<file path="src/rtl/display_arbiter_if.sv">
// -----------------------------------------------------------------------------
// display_arbiter_if
//
// Purpose : bundles the scan strobes, the two client request/data/blank
//           inputs and the display-driver side outputs of display_arbiter.
//
// Signals : tick_display  scan strobe from clk_div
//           tick_banner   slow strobe from clk_div (hold-time unit)
//           req[1:0]      per-client level request
//           data0/data1   client words, nibble k shown on digit k
//           blank0/blank1 per-client per-digit blank masks (1 = digit off)
//           gnt[1:0]      one-hot grant or 0
//           value[3:0]    nibble to driver7seg.value
//           off_display   to driver7seg.off_display
//           digit[1:0]    current scan position
//
// Modports: master drives strobes and client inputs (clients + clk_div side),
//           slave is the arbiter itself.
// -----------------------------------------------------------------------------
interface display_arbiter_if;
    logic        tick_display;
    logic        tick_banner;
    logic [1:0]  req;
    logic [15:0] data0;
    logic [15:0] data1;
    logic [3:0]  blank0;
    logic [3:0]  blank1;
    logic [1:0]  gnt;
    logic [3:0]  value;
    logic        off_display;
    logic [1:0]  digit;

    modport master (
        output tick_display, tick_banner, req, data0, data1, blank0, blank1,
        input  gnt, value, off_display, digit
    );

    modport slave (
        input  tick_display, tick_banner, req, data0, data1, blank0, blank1,
        output gnt, value, off_display, digit
    );
endinterface

</file>
<file path="src/rtl/display_arbiter.sv">
// -----------------------------------------------------------------------------
// display_arbiter
//
// Purpose : shares one 4-digit 7-segment driver between two clients.
//           Round-robin arbitration with a minimum ownership time counted in
//           tick_banner strobes, and an optional blank guard frame between
//           owners. Scans the owner's 16-bit word onto value/off_display in
//           step with tick_display.
//
// Ports   : clk   system clock
//           rst   asynchronous, active-low reset
//           bus   display_arbiter_if.slave (strobes, client inputs, outputs)
//
// Params  : HOLD_TICKS  minimum tick_banner count before preemption (0..255)
//
// Config  : DISPLAY_ARB_GUARD_EN defined   -> owners are separated by a
//                                             4-strobe blank GUARD frame.
//           DISPLAY_ARB_GUARD_EN undefined -> OWN returns straight to IDLE,
//                                             leaving a single gnt=0 cycle.
// -----------------------------------------------------------------------------
module display_arbiter #(
    parameter int unsigned HOLD_TICKS = 4
) (
    input  logic               clk,
    input  logic               rst,
    display_arbiter_if.slave   bus
);

    typedef enum logic [1:0] {
        S_IDLE  = 2'd0,
        S_OWN   = 2'd1,
        S_GUARD = 2'd2
    } state_t;

    localparam logic [7:0] HOLD_INIT = 8'(HOLD_TICKS);

    state_t      r_state;
    logic        r_owner;       // 0 = client 0, 1 = client 1 (valid in OWN)
    logic        r_last_owner;  // owner most recently released
    logic [7:0]  r_hold;
    logic [1:0]  r_guard_cnt;
    logic [1:0]  r_gnt;
    logic [3:0]  r_value;
    logic        r_off;
    logic [1:0]  r_digit;

    logic [1:0]  w_next_digit;
    logic [15:0] w_own_data;
    logic [3:0]  w_own_blank;
    logic        w_own_req;
    logic        w_other_req;
    logic        w_pick;
    logic        w_leave;

    always_comb begin
        w_next_digit = r_digit + 2'd1;
        w_own_data   = r_owner ? bus.data1  : bus.data0;
        w_own_blank  = r_owner ? bus.blank1 : bus.blank0;
        w_own_req    = r_owner ? bus.req[1] : bus.req[0];
        w_other_req  = r_owner ? bus.req[0] : bus.req[1];
        // On a tie the client that did not own last wins; otherwise the lone
        // requester (req[1] set means client 1, else client 0).
        w_pick       = (bus.req == 2'b11) ? ~r_last_owner : bus.req[1];
        // Preemption looks at the hold count before this cycle's decrement,
        // so a count reaching 0 only allows preemption on the next edge.
        w_leave      = (r_state == S_OWN) &&
                       (!w_own_req || ((r_hold == 8'd0) && w_other_req));
    end

    // NOTE: every register, including the FSM and the registered outputs,
    // sits in this one block with non-blocking assignments; a later <= to the
    // same register in the same edge overrides an earlier one, which is how
    // the guard frame forces off_display over the scan update.
    always_ff @(posedge clk or negedge rst) begin
        if (!rst) begin
            r_state      <= S_IDLE;
            r_owner      <= 1'b0;
            r_last_owner <= 1'b1;
            r_hold       <= 8'd0;
            r_guard_cnt  <= 2'd0;
            r_gnt        <= 2'b00;
            r_value      <= 4'd0;
            r_off        <= 1'b1;
            r_digit      <= 2'd0;
        end else begin
            // Scan runs in every state; only the owner's word reaches value.
            if (bus.tick_display) begin
                r_digit <= w_next_digit;
                if (r_state == S_OWN) begin
                    r_value <= w_own_data[4*w_next_digit +: 4];
                    r_off   <= w_own_blank[w_next_digit];
                end else begin
                    r_off   <= 1'b1;
                end
            end

            case (r_state)
                S_IDLE: begin
                    if (bus.req != 2'b00) begin
                        r_state <= S_OWN;
                        r_owner <= w_pick;
                        r_gnt   <= w_pick ? 2'b10 : 2'b01;
                        r_hold  <= HOLD_INIT;
                    end
                end

                S_OWN: begin
                    if (w_leave) begin
                        r_last_owner <= r_owner;
                        r_gnt        <= 2'b00;
`ifdef DISPLAY_ARB_GUARD_EN
                        r_state      <= S_GUARD;
                        r_guard_cnt  <= 2'd0;
                        r_off        <= 1'b1;
`else
                        r_state      <= S_IDLE;
`endif
                    end else if (bus.tick_banner && (r_hold != 8'd0)) begin
                        r_hold <= r_hold - 8'd1;
                    end
                end

                S_GUARD: begin
                    // One blank frame: leave on the edge sampling the 4th strobe.
                    if (bus.tick_display) begin
                        if (r_guard_cnt == 2'd3) begin
                            r_state <= S_IDLE;
                        end
                        r_guard_cnt <= r_guard_cnt + 2'd1;
                    end
                end

                default: r_state <= S_IDLE;
            endcase
        end
    end

    assign bus.gnt         = r_gnt;
    assign bus.value       = r_value;
    assign bus.off_display = r_off;
    assign bus.digit       = r_digit;

endmodule

</file>
<file path="src/flat_wrapper.sv">
// flat-port wrapper written by rule: the top's interface ports become plain ports
module display_arbiter_flat 
#(
    parameter int unsigned HOLD_TICKS = 4
)
  (clk, rst, bus_tick_display, bus_tick_banner, bus_req, bus_data0, bus_data1, bus_blank0, bus_blank1, bus_gnt, bus_value, bus_off_display, bus_digit);
  display_arbiter_if bus_i ();
  input  logic clk;
  input  logic rst;
  input wire logic [$bits(bus_i.tick_display)-1:0] bus_tick_display;
  input wire logic [$bits(bus_i.tick_banner)-1:0] bus_tick_banner;
  input wire logic [$bits(bus_i.req)-1:0] bus_req;
  input wire logic [$bits(bus_i.data0)-1:0] bus_data0;
  input wire logic [$bits(bus_i.data1)-1:0] bus_data1;
  input wire logic [$bits(bus_i.blank0)-1:0] bus_blank0;
  input wire logic [$bits(bus_i.blank1)-1:0] bus_blank1;
  output wire logic [$bits(bus_i.gnt)-1:0] bus_gnt;
  output wire logic [$bits(bus_i.value)-1:0] bus_value;
  output wire logic [$bits(bus_i.off_display)-1:0] bus_off_display;
  output wire logic [$bits(bus_i.digit)-1:0] bus_digit;
  assign bus_i.tick_display = bus_tick_display;
  assign bus_i.tick_banner = bus_tick_banner;
  assign bus_i.req = bus_req;
  assign bus_i.data0 = bus_data0;
  assign bus_i.data1 = bus_data1;
  assign bus_i.blank0 = bus_blank0;
  assign bus_i.blank1 = bus_blank1;
  assign bus_gnt = bus_i.gnt;
  assign bus_value = bus_i.value;
  assign bus_off_display = bus_i.off_display;
  assign bus_digit = bus_i.digit;
  display_arbiter #(.HOLD_TICKS(HOLD_TICKS)) u_core (.clk(clk), .rst(rst), .bus(bus_i));
endmodule
</file>
<file path="config.mk">
export PLATFORM = sky130hd
export DESIGN_NAME = display_arbiter_flat
export DESIGN_NICKNAME = d
export VERILOG_FILES = /design/src/rtl/display_arbiter_if.sv /design/src/rtl/display_arbiter.sv /design/src/flat_wrapper.sv
export SDC_FILE = /design/constraint.sdc
export NUM_CORES = 1
export LEC_CHECK = 0
export BUFFER_PORTS_ARGS = -buffer_cell sky130_fd_sc_hd__buf_2
export CAP_MARGIN = 20
export CELL_PAD_IN_SITES_DETAIL_PLACEMENT = 0
export CELL_PAD_IN_SITES_GLOBAL_PLACEMENT = 1
export CORE_MARGIN = 2
export CORE_UTILIZATION = 35
export CTS_CLUSTER_DIAMETER = 100
export DETAILED_ROUTE_END_ITERATION = 16
export GPL_ROUTABILITY_DRIVEN = 0
export HOLD_SLACK_MARGIN = 0.02
export PLACE_DENSITY = 0.81
export SLEW_MARGIN = 5
export SYNTH_ARGS = -nofsm -noshare
export SYNTH_HDL_FRONTEND = slang
export SYNTH_SLANG_ARGS = --single-unit
export TNS_END_PERCENT = 100
</file>
<file path="constraint.sdc">
create_clock -name clk -period 2.1 [get_ports clk]
set_input_delay 0.315 -clock clk [delete_from_list [all_inputs] [get_ports clk]]
set_output_delay 0.315 -clock clk [all_outputs]
set_load 0.05 [all_outputs]
</file>
==> flow_metrics.tcl, run 1 <==
set metrics [dict create \
    status "finished, final reports clean" \
    fin_crit_sh_pct 90.1 \
    clock-root-buffer "clkbuf_8" \
    dieArea_um2 4290 \
    dieHeight_um 65.5 \
    yosys_register_bits 20 \
    start_util_pct 36.4 \
    clk_latency_ns 0.26 \
    synth_cell_types 40 \
    rows 22 \
    cp_top_family "compound AO/OA/AOI/OAI gates" \
    critical_path_arrival_ns 2.03 \
    power_switching_mw 1.10 \
    synthesis.area_um2 1320 \
    synth_fp_nets 172 \
    drtPass1Iterations 4 \
    setup_tns_ns 0 \
    pwr-share-clk_pct 12.4 \
    swShare_pct 45.7 \
    diodes 0 \
    hp-class "primary input to flip-flop" \
    yosysWarningCount 0 \
    post_cts.repair.setup_buffers 0 \
    irDropWorstVdd_v 0.000678 \
    fmax_mhz 529 \
    worst_slew_pin_slew_ns 0.483 \
    grt.total_usage_pct 15.6 \
    drv_slew 0 \
    antenna_left 0 \
    ctsHtreeMaxLevel 1 \
    power.leakage_nw 0.796 \
    drive_gt1_share_pct 45.5 \
    cts_buffer_depth 2 \
    antenna_found_initial 0 \
    viasPerCell 5.22 \
    critical_path.max_stage_delay_ns 0.42 \
    initialDrtViolationCount 56 \
    final_nets 225 \
    areaGrowthSynthToFinish_pct 27.8 \
    core_area_um2 3630 \
    numCtsBuffers 3 \
    cts_tree "yes" \
    post_cts_resized 0 \
    setup_viol 0 \
    crit_type "flip-flop to flip-flop" \
    grt_pass1_vias 1175 \
    fin_skew_ns 0.00374 \
    die_w_um 65.5 \
    relSlewSlack_pct 67.8 \
    drcViolationCount 0 \
    avgSynthCellArea_um2 10.7 \
    final_core_util_pct 46.5 \
    crit_required_ns 2.24 \
    cp_slowest_cell "dfrtp_1" \
    clkSlewWorstSetupHoldPaths_ns 0.08 \
    combPwrFrac_pct 54.3 \
    power.internal_mw 1.30 \
    finalCriticalPeriod_ns 1.89 \
    cap_violations 0 \
    crit_path_end_kind "flip-flop" \
    grt_setup_unrepaired "no" \
    vias 1169 \
    timing.final.hold_violations 0 \
    cp_max_fo 6 \
    worstPathCellList "inv_1, ha_1, nor2b_1, and4b_1, a21oi_1, a211oi_1, o21ai_0" \
    grt_max_degree 21 \
    rrSetupSlack_ns 0.21 \
    wl_um 3170 \
    pin_count 55 \
    crit_buf_inv 1 \
    hpwl_um 2510 \
    grt-ovfl-total 0 \
    port_buffers 54 \
    grt_pass1_wl_um 5290 \
    power_frac_seq_pct 33.3 \
    wire_per_inst_um 14.2 \
    start_kind "flip-flop" \
    synthCells 124 \
    cellPowerDensity_nw_per_um2 1420 \
    clock_sinks 20 \
    ys_seq_area_share_pct 38.0 \
]
==> power groups by stage <==
stage,Combinational [mW],Clock (mW),Sequential [mW]
after floorplan,0.841,0,0.972
after global placement,1.28,0,0.791
after detailed placement,1.32,0,0.804
after CTS,1.32,0.312,0.803
after global routing,1.43,0.320,0.837
final,1.30,0.297,0.799
==> through the flow <==
step                hold slack [ns]  setup slack, ns  power, mW  area (um2)  instances
floorplan                    0.0194            0.389       1.81        1320        124
global placement              0.290            0.344       2.07        1630        219
detailed placement            0.296            0.243       2.12        1630        219
CTS                           0.266            0.232       2.43        1690        224
global route                  0.295           0.0151       2.59        1690        224
finish                        0.277            0.208       2.40        1690        224
==> cell families (layout without fill, tap and decap cells) <==
kind of cell	after synthesis	count (layout)	synth area share [%]
flops	20	20	38.0
fa+ha+maj	2	2	1.89
xor+xnor	2	2	1.32
mux	17	17	23.1
compound gates	33	33	16.3
simple gates	38	38	14.4
buf+inv	12	64	5.01
==> flip-flops by register name, summed over array words and instances, names as in the netlist <==
register                count
u_core.bus.value            4
u_core.r_last_owner         1
u_core.bus.gnt              2
u_core.bus.off_display      1
u_core.bus.digit            2
u_core.r_hold               8
u_core.r_owner              1
u_core.r_state              1
==> layout by cell type (no fill, tap or decap), types with 4 or more instances in the layout <==
cell type  netlist  routed
a21oi_1          6       6
mux4_2           8       8
mux2i_1          5       5
nand2_1         19      19
o21ai_0         11      11
clkbuf_8         0       4
dfrtp_1         18      18
buf_2            5      54
nor2_1           5       5
==> cell usage after synthesis <==
library cell | count | share of area (%)
and3_1 | 1 | 0.47
o22a_1 | 1 | 0.66
nand2_2 | 1 | 0.47
o21ai_1 | 3 | 1.1
o22ai_1 | 1 | 0.47
xor2_1 | 1 | 0.66
xnor2_1 | 1 | 0.66
nor4_1 | 1 | 0.47
dfrtp_1 | 18 | 34
a21oi_1 | 6 | 2.3
o21a_1 | 1 | 0.57
nor2_2 | 1 | 0.47
nand2b_1 | 1 | 0.47
nor2b_1 | 2 | 0.95
inv_1 | 3 | 0.85
nor3_1 | 1 | 0.38
mux2_2 | 2 | 1.7
ha_1 | 2 | 1.9
mux2i_1 | 5 | 3.8
nand3_1 | 2 | 0.76
o21ai_0 | 11 | 4.2
a21bo_2 | 1 | 0.76
or4_4 | 1 | 0.85
nor3b_1 | 1 | 0.57
o41ai_2 | 1 | 1.2
a31oi_1 | 3 | 1.4
a211oi_1 | 1 | 0.57
o31ai_1 | 2 | 1.1
mux4_2 | 8 | 14
nor4_2 | 1 | 0.95
a31o_2 | 1 | 0.66
buf_2 | 5 | 1.9
mux4_1 | 2 | 4.0
nor2_1 | 5 | 1.4
clkbuf_1 | 2 | 0.57
buf_6 | 2 | 1.7
o21ai_4 | 1 | 1.2
nand2_1 | 19 | 5.4
and4b_1 | 1 | 0.76
dfstp_2 | 2 | 4.0
==> cell type report <==
class / count / area, um2
Tap cell: 48 / 60.1
Inverter: 3 / 11.3
Timing Repair Buffer: 57 / 308
Sequential cell: 20 / 503
Clock buffer: 4 / 55.1
Multi-Input combinational cell: 92 / 753
Fill cell: 375 / 1940
==> worst paths after layout <==
path / endpoint / start / cells after the start
worst max-delay path: u_core.bus.gnt[1]$_DFFE_PN0P_ / u_core.r_hold[0]$_DFFE_PN0P_ / 7
worst min-delay path: u_core.bus.digit[0]$_DFFE_PN0P_ / bus_tick_display / 2
worst max register to register: u_core.bus.gnt[1]$_DFFE_PN0P_ / u_core.r_hold[0]$_DFFE_PN0P_ / 7
worst min register to register: u_core.bus.value[3]$_DFFE_PN0P_ / u_core.bus.value[3]$_DFFE_PN0P_ / 2
max in group asynchronous: u_core.r_last_owner$_DFFE_PN1P_ / rst / 2
min in group asynchronous: u_core.r_hold[5]$_DFFE_PN0P_ / rst / 2
==> metal layers <==
layer | vias up | global-route usage [%] | share of wire (%)
met5 | - | 0 | 0
met4 | 0 | 3.65 | 1.3
met3 | 7 | 4.45 | 8.4
met2 | 43 | 26.1 | 49
met1 | 553 | 20.1 | 41
li1 | 566 | - | -
==> repair_timing <==
item	CTS	global route
hold buffers	1	0
endpoints found under the hold margin	18	0
setup endpoints to repair	0	0
Power figures use the tool's default switching activity.
==> run 2: changes to the inputs <==
Settings changed: MAX_ROUTING_LAYER from default to met4.
==> run 2 against run 1 <==
Clock skew is 0.00051 ns higher; global-route usage is 0.42 points higher; core utilization stayed put; non-clock buffer count stayed put; fmax is 0.70% lower; critical endpoint unchanged; largest cell class unchanged; largest power group unchanged; highest routed layer unchanged.
==> flow_metrics.tcl, run 2 (synthesis results as in run 1) <==
set metrics [dict create \
    crit_required_ns 2.24 \
    crit_type "flip-flop to flip-flop" \
    dieArea_um2 4290 \
    status "finished, final reports clean" \
    setup_tns_ns 0 \
    cp_slowest_cell "dfrtp_1" \
    multiInputGateArea_um2 753 \
    cp_top_family "compound AO/OA/AOI/OAI gates" \
    clk_latency_ns 0.26 \
    worst_slew_pin_slew_ns 0.483 \
    p_total_mw 2.40 \
    wire_per_inst_um 14.2 \
    worstReg2RegEnd "u_core.bus.gnt[1]$_DFFE_PN0P_" \
    hp-class "primary input to flip-flop" \
    reg2reg_depth 7 \
    power.leakage_nw 0.796 \
    setup_viol 0 \
    start_util_pct 36.4 \
    cts_buffer_depth 2 \
    largest_register_ffs 8 \
    clkSlewWorstSetupHoldPaths_ns 0.08 \
    fin_skew_ns 0.00425 \
    timing.rr.start "u_core.r_hold[0]$_DFFE_PN0P_" \
    timing.final.hold_violations 0 \
    worstPathCellList "inv_1, ha_1, nor2b_1, and4b_1, a21oi_1, a211oi_1, o21ai_0" \
    antenna_left 0 \
    core_area_um2 3630 \
    cap_violations 0 \
    initialDrtViolationCount 56 \
    viasPerCell 5.22 \
    cp_max_fo 6 \
    hp-start "bus_tick_display" \
    most-common-layout-cells "buf_2, nand2_1, dfrtp_1" \
    port_buffers 54 \
    grt.total_usage_pct 16.1 \
    regMostFlops "u_core.r_hold" \
    irDropWorstVdd_v 0.000680 \
    clock-root-buffer "clkbuf_8" \
    finalCriticalPeriod_ns 1.91 \
    numCtsBuffers 3 \
    fmax_mhz 525 \
    relSlewSlack_pct 67.8 \
    rows 22 \
    crit_buf_inv 1 \
    grt_setup_unrepaired "no" \
    layout_setup_ws_ns 0.195 \
    clock_sinks 20 \
    grt_max_degree 21 \
    hold_depth 2 \
    vias 1169 \
    placed_area_um2 1630 \
    critical_path.max_stage_delay_ns 0.42 \
    fill_cells 375 \
    hold_end "u_core.bus.digit[0]$_DFFE_PN0P_" \
    drcViolationCount 0 \
    seq_area_um2 503 \
    pin_count 55 \
    crit_path_end_kind "flip-flop" \
    cellPowerDensity_nw_per_um2 1420 \
    grt-ovfl-total 0 \
    grt_pass1_wl_um 5300 \
    drtPass1Iterations 4 \
    final_nets 225 \
    drive_gt1_share_pct 45.5 \
    cts_tree "yes" \
    areaGrowthSynthToFinish_pct 27.8 \
    hpwl_um 2510 \
    fin_crit_sh_pct 90.7 \
    drv_slew 0 \
    antenna_found_initial 0 \
    rrSetupSlack_ns 0.19 \
    dp_slack_ns 0.243 \
    ctsHtreeMaxLevel 1 \
    fin_area_um2 1690 \
    wl_um 3190 \
    critical_path_arrival_ns 2.04 \
    diodes 0 \
    start_kind "flip-flop" \
    dieHeight_um 65.5 \
    grt_pass1_vias 1177 \
    die_w_um 65.5 \
    final_common_cell "buf_2" \
]
## run 2: cell counts in the layout (fill, tap and decap cells not counted)
No cell type changed its count.
## run 2: repair_timing
item	CTS	global route
endpoints found under the setup margin	0	0
hold buffers	1	0
hold endpoints to repair	18	0
resized for setup	0	0
setup buffers	0	0
## run 2: report_power, final
group | switching (mW) | leakage, nW | internal (mW)
registers | 0.233 | 0.245 | 0.565
clock network | 0.131 | 0.0288 | 0.167
logic | 0.734 | 0.523 | 0.571
## run 2: cell type report
class / count / share of cell area (%)
clock buffers: 4 / 3.26
inverters: 3 / 0.666
multi-input cells: 92 / 44.6
flip-flops and latches: 20 / 29.8
well taps: 48 / 3.55
repair buffers: 57 / 18.2
## run 2: how the worst max path moves through the flow
stage | startpoint | to | slack (ns) | cells past startpoint
6_report | u_core.r_hold[0]$_DFFE_PN0P_ | u_core.bus.gnt[1]$_DFFE_PN0P_ | 0.19 | 7
3_5_place_dp | u_core.r_hold[0]$_DFFE_PN0P_ | u_core.bus.gnt[1]$_DFFE_PN0P_ | 0.24 | 7
5_1_grt | u_core.r_hold[0]$_DFFE_PN0P_ | u_core.bus.gnt[1]$_DFFE_PN0P_ | 0.02 | 7
3_3_place_gp | u_core.r_hold[0]$_DFFE_PN0P_ | u_core.bus.gnt[1]$_DFFE_PN0P_ | 0.34 | 7
2_1_floorplan | u_core.bus.digit[0]$_DFFE_PN0P_ | u_core.bus.off_display$_DFFE_PN1P_ | 0.39 | 4
4_1_cts | u_core.r_hold[0]$_DFFE_PN0P_ | u_core.bus.gnt[1]$_DFFE_PN0P_ | 0.23 | 7
## run 2: through the flow
| stage | std cells | utilization [%] | hold slack (ns) |
|---|---|---|---|
| floorplan | 124 | - | 0.0194 |
| CTS | 224 | 46.5 | 0.266 |
| global placement | 219 | 44.7 | 0.290 |
| global route | 224 | 46.5 | 0.295 |
| detailed placement | 219 | 44.7 | 0.296 |
| finish | 224 | 46.5 | 0.277 |
## run 2: per-layer routing
layer	vias up	routed length (um)	GRT usage (%)
met1	553	1320	20.2
met4	0	41	3.65
met2	44	1570	26.1
met5	-	0	-
met3	7	262	4.28
li1	565	-	-
